**src/rtl/gray_pkg.sv**
```systemverilog
// Shared types and pixel arithmetic for the RGB-to-grayscale frame stage.
package gray_pkg;

  localparam int RGB_W  = 24;
  localparam int GRAY_W = 8;

  typedef enum logic [1:0] {
    S_IDLE  = 2'd0,
    S_RUN   = 2'd1,
    S_DRAIN = 2'd2
  } state_e;

  // The 10-bit sum cannot overflow (3*255 = 765), and 765/3 = 255 fits in 8 bits.
  function automatic logic [GRAY_W-1:0] rgb2gray(input logic [RGB_W-1:0] rgb);
    logic [9:0] sum;
    sum = 10'(rgb[23:16]) + 10'(rgb[15:8]) + 10'(rgb[7:0]);
    return GRAY_W'(sum / 10'd3);
  endfunction

endpackage

```
**src/rtl/gray_pix.sv**
```systemverilog
// Combinational RGB-to-gray conversion, kept separate so the arithmetic is checked on its own.
module gray_pix
  import gray_pkg::*;
(
  input  logic [RGB_W-1:0]  rgb_i,
  output logic [GRAY_W-1:0] gray_o
);

  assign gray_o = rgb2gray(rgb_i);

endmodule

```
**src/rtl/gray_frame_ctrl.sv**
```systemverilog
// Frame sequencer: pulls WIDTH*HEIGHT RGB pixels, converts them to gray and
// pushes them to the gray FIFO, honouring both FIFO handshakes.
module gray_frame_ctrl
  import gray_pkg::*;
#(
  parameter int WIDTH  = 720,
  parameter int HEIGHT = 540,
  parameter int CNT_W  = 16
)
(
  input  logic              clock,
  input  logic              reset,
  input  logic              start,
  output logic              busy,
  output logic              frame_done,
  output logic              in_rd_en,
  input  logic              in_empty,
  input  logic [RGB_W-1:0]  in_dout,
  output logic              out_wr_en,
  input  logic              out_full,
  output logic [GRAY_W-1:0] out_din,
  output logic [CNT_W-1:0]  col,
  output logic [CNT_W-1:0]  row
);

  state_e              state_q;
  logic                busy_q;
  logic                frameDone_q;
  logic                outValid_q;
  logic [GRAY_W-1:0]   outDin_q;
  logic [CNT_W-1:0]    col_q;
  logic [CNT_W-1:0]    row_q;
  logic [CNT_W-1:0]    col_d;
  logic [CNT_W-1:0]    row_d;
  logic [GRAY_W-1:0]   pixGray;
  logic                rdEn;
  logic                wrEn;
  logic                colLast;
  logic                rowLast;

  gray_pix uPix (
    .rgb_i  (in_dout),
    .gray_o (pixGray)
  );

  assign colLast = (col_q == CNT_W'(WIDTH - 1));
  assign rowLast = (row_q == CNT_W'(HEIGHT - 1));

  // A full gray FIFO only blocks reads while the output register is occupied.
  assign wrEn = outValid_q & ~out_full;
  assign rdEn = (state_q == S_RUN) & ~in_empty & (~outValid_q | ~out_full);

  always_comb begin
    col_d = col_q;
    row_d = row_q;
    if (rdEn) begin
      if (colLast) begin
        col_d = '0;
        row_d = rowLast ? '0 : row_q + CNT_W'(1);
      end else begin
        col_d = col_q + CNT_W'(1);
      end
    end
  end

  always_ff @(posedge clock or posedge reset) begin
    if (reset) begin
      state_q     <= S_IDLE;
      busy_q      <= 1'b0;
      frameDone_q <= 1'b0;
      outValid_q  <= 1'b0;
      outDin_q    <= '0;
      col_q       <= '0;
      row_q       <= '0;
    end else begin
      frameDone_q <= 1'b0;
      col_q       <= col_d;
      row_q       <= row_d;

      if (rdEn) begin
        outDin_q   <= pixGray;
        outValid_q <= 1'b1;
      end else if (wrEn) begin
        outValid_q <= 1'b0;
      end

      case (state_q)
        S_IDLE: begin
          if (start) begin
            state_q <= S_RUN;
            busy_q  <= 1'b1;
            col_q   <= '0;
            row_q   <= '0;
          end
        end
        S_RUN: begin
          if (rdEn && colLast && rowLast) begin
            state_q <= S_DRAIN;
          end
        end
        S_DRAIN: begin
          // The output register now holds the final pixel of the frame.
          if (wrEn) begin
            state_q     <= S_IDLE;
            busy_q      <= 1'b0;
            frameDone_q <= 1'b1;
          end
        end
        default: begin
          state_q <= S_IDLE;
          busy_q  <= 1'b0;
        end
      endcase
    end
  end

  assign busy       = busy_q;
  assign frame_done = frameDone_q;
  assign out_din    = outDin_q;
  assign col        = col_q;
  assign row        = row_q;
  assign in_rd_en   = rdEn;
  assign out_wr_en  = wrEn;

endmodule

```
**config.mk**
```make
export PLATFORM = sky130hd
export DESIGN_NAME = gray_frame_ctrl
export DESIGN_NICKNAME = d
export VERILOG_FILES = /design/src/rtl/gray_pkg.sv /design/src/rtl/gray_pix.sv /design/src/rtl/gray_frame_ctrl.sv
export SDC_FILE = /design/constraint.sdc
export NUM_CORES = 1
export LEC_CHECK = 0
export ABC_AREA = 0
export BUFFER_PORTS_ARGS = -buffer_cell sky130_fd_sc_hd__buf_2
export CORE_MARGIN = 4
export CORE_UTILIZATION = 30
export DETAILED_ROUTE_END_ITERATION = 10
export RECOVER_POWER = 100
export SKIP_LAST_GASP = 1
export SYNTH_ARGS = -nofsm -noshare
export SYNTH_HDL_FRONTEND = slang
export SYNTH_SLANG_ARGS = --single-unit
```
**constraint.sdc**
```tcl
create_clock -name clock -period 8 [get_ports clock]
set_clock_uncertainty 0.05 [all_clocks]
set_input_delay 1.2 -clock clock [delete_from_list [all_inputs] [get_ports clock]]
set_output_delay 1.2 -clock clock [all_outputs]
set_load 0.05 [all_outputs]
```
==> results.yml, run 1 <==
clock_network:
  clk_pin_slew_ns: 0.06
  post_cts_resized: 0
  cts_root_buf: "clkbuf_16"
  cts_buffers: 5
  clock_latency_ns: 0.28
  clk_path_buf_depth: 2
  cts_tree: "built"
  hold_buffers: 0
  cts_setup_buffers: 0
  h-tree-depth: 2
  cts_sinks: 45
critical_path:
  required_ns: 8.15
  worstPathArrival_ns: 6.79
  cp-end-kind: "register"
  critPathMaxFanout: 13
  start_kind: "input pin"
  crit_type: "in2reg"
logic_synthesis:
  synthFlopType: "dfrtp_1"
  ys_seq_elements: 45
  avgSynthCellArea_um2: 8.532
  syn_area_um2: 3720
  async_flop_share_pct: 100.0
  netlist-cell-type-count: 75
  yosysWarnings: 0
  synth-seq-area-share_pct: 30.27
  synth_cells: 436
  synth-edff-count: 0
  synth_fp_nets: 487
floorplanning:
  start_util_pct: 30.84
  rows: 40
  dieArea_um2: 14240
  die_h_um: 119.4
  die_x_um: 119.4
  num_io_pins: 73
  core_region_area_um2: 12060
detailed_routing:
  drc: 0
  vias: 3531
  viasPerCell: 5.247
  drt_iter0_drc: 176
  wirelength_mm: 9.272
  dr.pass1.iters: 5
  wire_per_inst_um: 13.78
  final_antenna_net_count: 0
grt:
  grt.overflow.total: 0
  antenna_found_initial: 0
  grt_pass1_wl_mm: 15.79
  track_usage_pct: 13.01
  grt_max_degree: 46
  grt_pass1_vias: 3353
power_and_ir_drop:
  ir_drop_mv: 0.1585
  power_density_nw_per_um2: 299.0
  power.leakage_nw: 1.813
sta:
  rsz0062_at_grt: "no"
  worstMarginPinSlew_ns: 1.764
  whs_ns: 0.4466
  clock.fmax_ghz: 0.1505
  drv_slew: 46
  finalHoldViolations: 0
  setup_viol: 0
  setup-tns-final_ns: 0
  fin_crit_ns: 6.644
  fin_crit_sh_pct: 83.06
  max-slew-margin-rel_pct: -17.74
  finalWorstSetupSlack_ns: 1.356
layout:
  drive_gt1_share_pct: 11.49
  nNetsFinal: 555
  syn_to_final_growth_pct: 16.35
  antenna_cells: 0
placed_design:
  dp_hpwl_mm: 7.203
  gp_congestion: 0.8723
  io_buffers: 72
  preCtsSetupSlack_ns: 1.641
outcome:
  run_status: "finished with violations"
  failed_checks: "capacitance limit, slew limit"
flow_run:
  max_cap_viol_count: 1
min_path:
  hold_path_class: "reg2reg"
## critical path, stage by stage
cell	delay [ns]
buf_2	0.11
ha_1	0.28
a21o_1	0.18
a21oi_1	0.23
o21bai_1	0.09
a21oi_1	0.23
o21bai_1	0.10
a21oi_1	0.18
xnor2_1	0.09
ha_1	0.23
or3_1	0.37
o22ai_1	0.77
nor3_1	0.17
a32o_2	0.30
a211oi_1	0.57
o21ai_0	0.24
a221oi_2	0.32
or2_0	0.22
inv_1	0.07
ha_1	0.30
nor2_1	0.04
o311a_1	0.30
o31ai_2	0.20
## synth_stat cells (4+ instances only)
master,n,share of area [%]
xnor2_1,18,4.2
o22ai_1,4,0.67
inv_1,16,1.6
and3_1,6,1.0
a211oi_2,4,1.3
nor4_1,4,0.67
nand3_1,13,1.7
buf_2,4,0.54
a21oi_1,29,3.9
nand2_1,39,3.9
xor2_1,16,3.8
nand2b_1,7,1.2
dfrtp_1,45,30
a21o_1,9,1.8
nand4_1,11,1.9
clkbuf_1,5,0.50
o21a_1,6,1.2
a221oi_1,4,0.94
o21ai_0,16,2.2
or3_1,10,1.7
a211oi_1,6,1.2
mux2i_1,4,1.1
ha_1,20,6.7
nor3_1,11,1.5
a31oi_1,4,0.67
nor2_1,52,5.2
o211ai_1,5,1.0
## flip-flops by register name, summed over array words and instances, names as in the netlist
signal / cells
col: 16
row: 16
out_din: 8
state_q: 2
busy: 1
frame_done: 1
outValid_q: 1
## logic make-up after synthesis
family,count (synthesis),synth area share [%]
fa+ha+maj,22,7.804
buf+inv,29,3.364
flops,45,30.27
mux,4,1.076
xor+xnor,35,8.443
compound gates,127,25.83
simple gates,174,23.21
## worst paths after layout
kind,start,endpoint,slack [ns],cells past startpoint
min reg2reg,busy,busy,0.45,2
min,busy,busy,0.45,2
max,in_dout[9],out_din[0],1.36,23
max in group asynchronous,reset,state_q[0],5.45,2
min in group asynchronous,reset,row[15],1.42,2
max reg2reg,state_q[1],row[15],4.68,12
## layer usage
layer | vias up | global-route usage, % | wire length, µm
li1 | 1747 | - | -
met1 | 1685 | 17.83 | 4333
met2 | 95 | 21.30 | 4404
met3 | 4 | 2.612 | 456
met4 | 0 | 2.649 | 77
met5 | - | 0 | 0
## per-stage QoR
stage	util [%]	power [mW]	std cells	area, µm²
final	35.88	1.294	673	4328
after global routing	35.88	1.396	673	4328
after CTS	36.55	1.312	673	4408
after detailed placement	35.16	1.074	665	4240
after global placement	35.16	1.063	665	4240
after floorplan	-	0.9229	436	3720
## where the power goes
part	leakage, nW	total [mW]	internal, mW	switching, mW
clock	0.0810	0.232	0.148	0.0838
combinational	1.14	0.774	0.261	0.513
sequential	0.589	0.288	0.260	0.0282
total	1.81	1.29	0.669	0.625
## area by class of cell
class                      count  area (µm²)
fill                        1223        7734
multi-input combinational    362        2452
sequential                    45        1126
timing repair buffer          74       311.5
tap                          168       210.2
clock buffer                   6       128.9
inverter                      16       60.06
clock inverter                 2       38.79
## cells in the final DEF, fill, tap and decap left out, drive strengths merged, types with 11 or more instances in the layout
cell type	synthesis	final
clkbuf	5	53
nor2	52	52
dfrtp	45	45
nand2	39	39
a21oi	32	32
buf	8	27
ha	20	20
o21ai	19	19
xnor2	18	18
xor2	17	17
inv	16	16
nand3	14	14
nor3	12	12
nand4	11	11
No activity file was read; power rests on OpenSTA's default activity.
==> inputs of run 2 (changes only) <==
==> constraint.sdc (replaced) <==
create_clock -name clock -period 6.2 [get_ports clock]
set_clock_uncertainty 0.05 [all_clocks]
set_input_delay 0.93 -clock clock [delete_from_list [all_inputs] [get_ports clock]]
set_output_delay 0.93 -clock clock [all_outputs]
set_load 0.05 [all_outputs]
==> run 2 against run 1 <==
  * The flow still finishes with violations (capacitance limit, slew limit)
  * Global-route usage about the same
  * Sequential power is 28% higher
  * Critical path type unchanged
  * Die area unchanged
  * Via count rose by 0.57%
  * Routed wire length is 2.3% higher
  * Cell count rose by 0.45%
  * Utilization increased by 0.38 points
==> results.yml, run 2 (same netlist as run 1, synthesis figures left out) <==
grt:
  met1_usage_pct: 17.16
  grt_max_degree: 46
  grt_pass1_wl_mm: 15.57
  grt.overflow.total: 0
  busiest_layer: "met2"
  antenna_found_initial: 0
  track_usage_pct: 12.97
  grt_pass1_vias: 3350
  grt_use_met3_pct: 2.517
  gr-usage-met2_pct: 21.79
power_and_ir_drop:
  finalPower_mw: 1.704
  power_density_nw_per_um2: 389.5
  switchingPower_mw: 0.8215
  internal-power_mw: 0.8823
  power.leakage_nw: 1.834
  clkPwrFrac_pct: 17.9
  p_comb_share_pct: 60.4
  p_seq_share_pct: 21.7
  ir_drop_mv: 0.2418
  p_sw_share_pct: 48.22
clock_network:
  h-tree-depth: 2
  clock_latency_ns: 0.29
  hold_buffers: 0
  cts_buffers: 5
  clk_path_buf_depth: 2
  clk_pin_slew_ns: 0.07
  cts_root_buf: "clkbuf_16"
  cts_tree: "built"
  cts_sinks: 45
layout:
  antenna_cells: 0
  final_util_pct: 36.27
  drive_gt1_share_pct: 12.60
  nFillCells: 1282
  nNetsFinal: 558
  mostFrequentLayoutCells: "nor2_1, clkbuf_1, dfrtp_1"
  multiInputGateArea_um2: 2476
  syn_to_final_growth_pct: 17.59
  final_common_cell: "nor2_1"
  seqCellArea_um2: 1126
sta:
  fin_crit_ns: 5.751
  drv_slew: 46
  finalHoldViolations: 0
  setup-tns-final_ns: 0
  setup_viol: 0
  clock.fmax_ghz: 0.1739
  rsz0062_at_grt: "no"
  max-slew-margin-rel_pct: -14.97
  fin_crit_sh_pct: 92.76
  worstMarginPinSlew_ns: 1.723
  finalWorstSetupSlack_ns: 0.4491
outcome:
  failed_checks: "capacitance limit, slew limit"
  run_status: "finished with violations"
placed_design:
  dp_hpwl_mm: 7.405
  preCtsSetupSlack_ns: 0.1058
  io_buffers: 72
  gp_congestion: 0.9003
floorplanning:
  rows: 40
  dieArea_um2: 14240
  core_region_area_um2: 12060
  start_util_pct: 30.84
  die_x_um: 119.4
  num_io_pins: 73
  die_h_um: 119.4
critical_path:
  critPathMaxFanout: 8
  cp-end-kind: "register"
  crit_type: "in2reg"
  required_ns: 6.32
  start_kind: "input pin"
  worstPathArrival_ns: 5.87
min_path:
  hold_path_class: "reg2reg"
detailed_routing:
  drc: 0
  vias: 3551
  viasPerCell: 5.253
  wirelength_mm: 9.485
  wire_per_inst_um: 14.03
  final_antenna_net_count: 0
  drt_iter0_drc: 150
  dr.pass1.iters: 4
flow_run:
  max_cap_viol_count: 1
run 2: changes by cell type in the layout (fill, tap and decap cells not counted):
cell / delta
a211oi_1: -2
a211oi_2: +2
buf_4: +3
o22ai_1: -1
o22ai_4: +1
or2_0: -1
or2_1: +1
run 2: path summary, 6_finish.rpt:
check	from	to	slack, ns	cells past startpoint
max in group asynchronous	reset	frame_done	3.97	2
min in group asynchronous	reset	row[13]	1.12	2
worst max register to register	state_q[1]	row[15]	2.92	12
worst min register to register	out_din[0]	out_din[0]	0.43	2
worst max-delay path	in_dout[9]	out_din[0]	0.45	23
worst min-delay path	out_din[0]	out_din[0]	0.43	2
run 2: area by class of cell:
type | count | area share (%)
tap | 168 | 4.805
clock inverter | 2 | 0.8867
clock buffer | 6 | 2.946
sequential | 45 | 25.74
timing repair buffer | 77 | 7.637
multi-input combinational | 362 | 56.61
inverter | 16 | 1.373
run 2: power by group through the flow:
stage | Combinational, mW | Clock (mW) | Sequential [mW]
after floorplan | 0.683 | 0 | 0.508
after global placement | 1.02 | 0 | 0.373
after detailed placement | 1.03 | 0 | 0.373
after CTS | 1.03 | 0.314 | 0.368
after global routing | 1.12 | 0.327 | 0.377
final | 1.03 | 0.305 | 0.370
run 2: repair_timing:
action                                  4_1_cts  5_1_grt
endpoints found under the setup margin        0        1
resized for setup                             0        1
setup buffers                                 0        0
run 2: critical path: stages:
cell      delay [ns]
buf_2           0.11
ha_1            0.28
a21o_1          0.19
a21oi_1         0.22
o21bai_1        0.09
a21oi_1         0.23
o21bai_1        0.09
a21oi_1         0.17
xnor2_1         0.08
ha_1            0.43
nand3_1         0.16
o21ai_0         0.48
o21ai_0         0.29
a211o_4         0.43
a221o_1         0.37
a221oi_2        0.25
or2_1           0.18
inv_1           0.05
ha_1            0.17
inv_1           0.10
o221ai_1        0.14
a211oi_1        0.33
o31ai_2         0.08
run 2: per-stage QoR:
step	cells	cell area (µm²)	hold WS, ns
CTS	676	4431	0.4380
detailed placement	668	4263	0.4229
global placement	668	4263	0.4252
floorplan	436	3720	0.4159
global route	676	4374	0.4709
finish	676	4374	0.4349
run 2: routing by layer:
metal,wire (µm),vias to the layer above
met4,88,0
met5,0,-
li1,-,1762
met1,4509,1707
met3,388,7
met2,4499,75
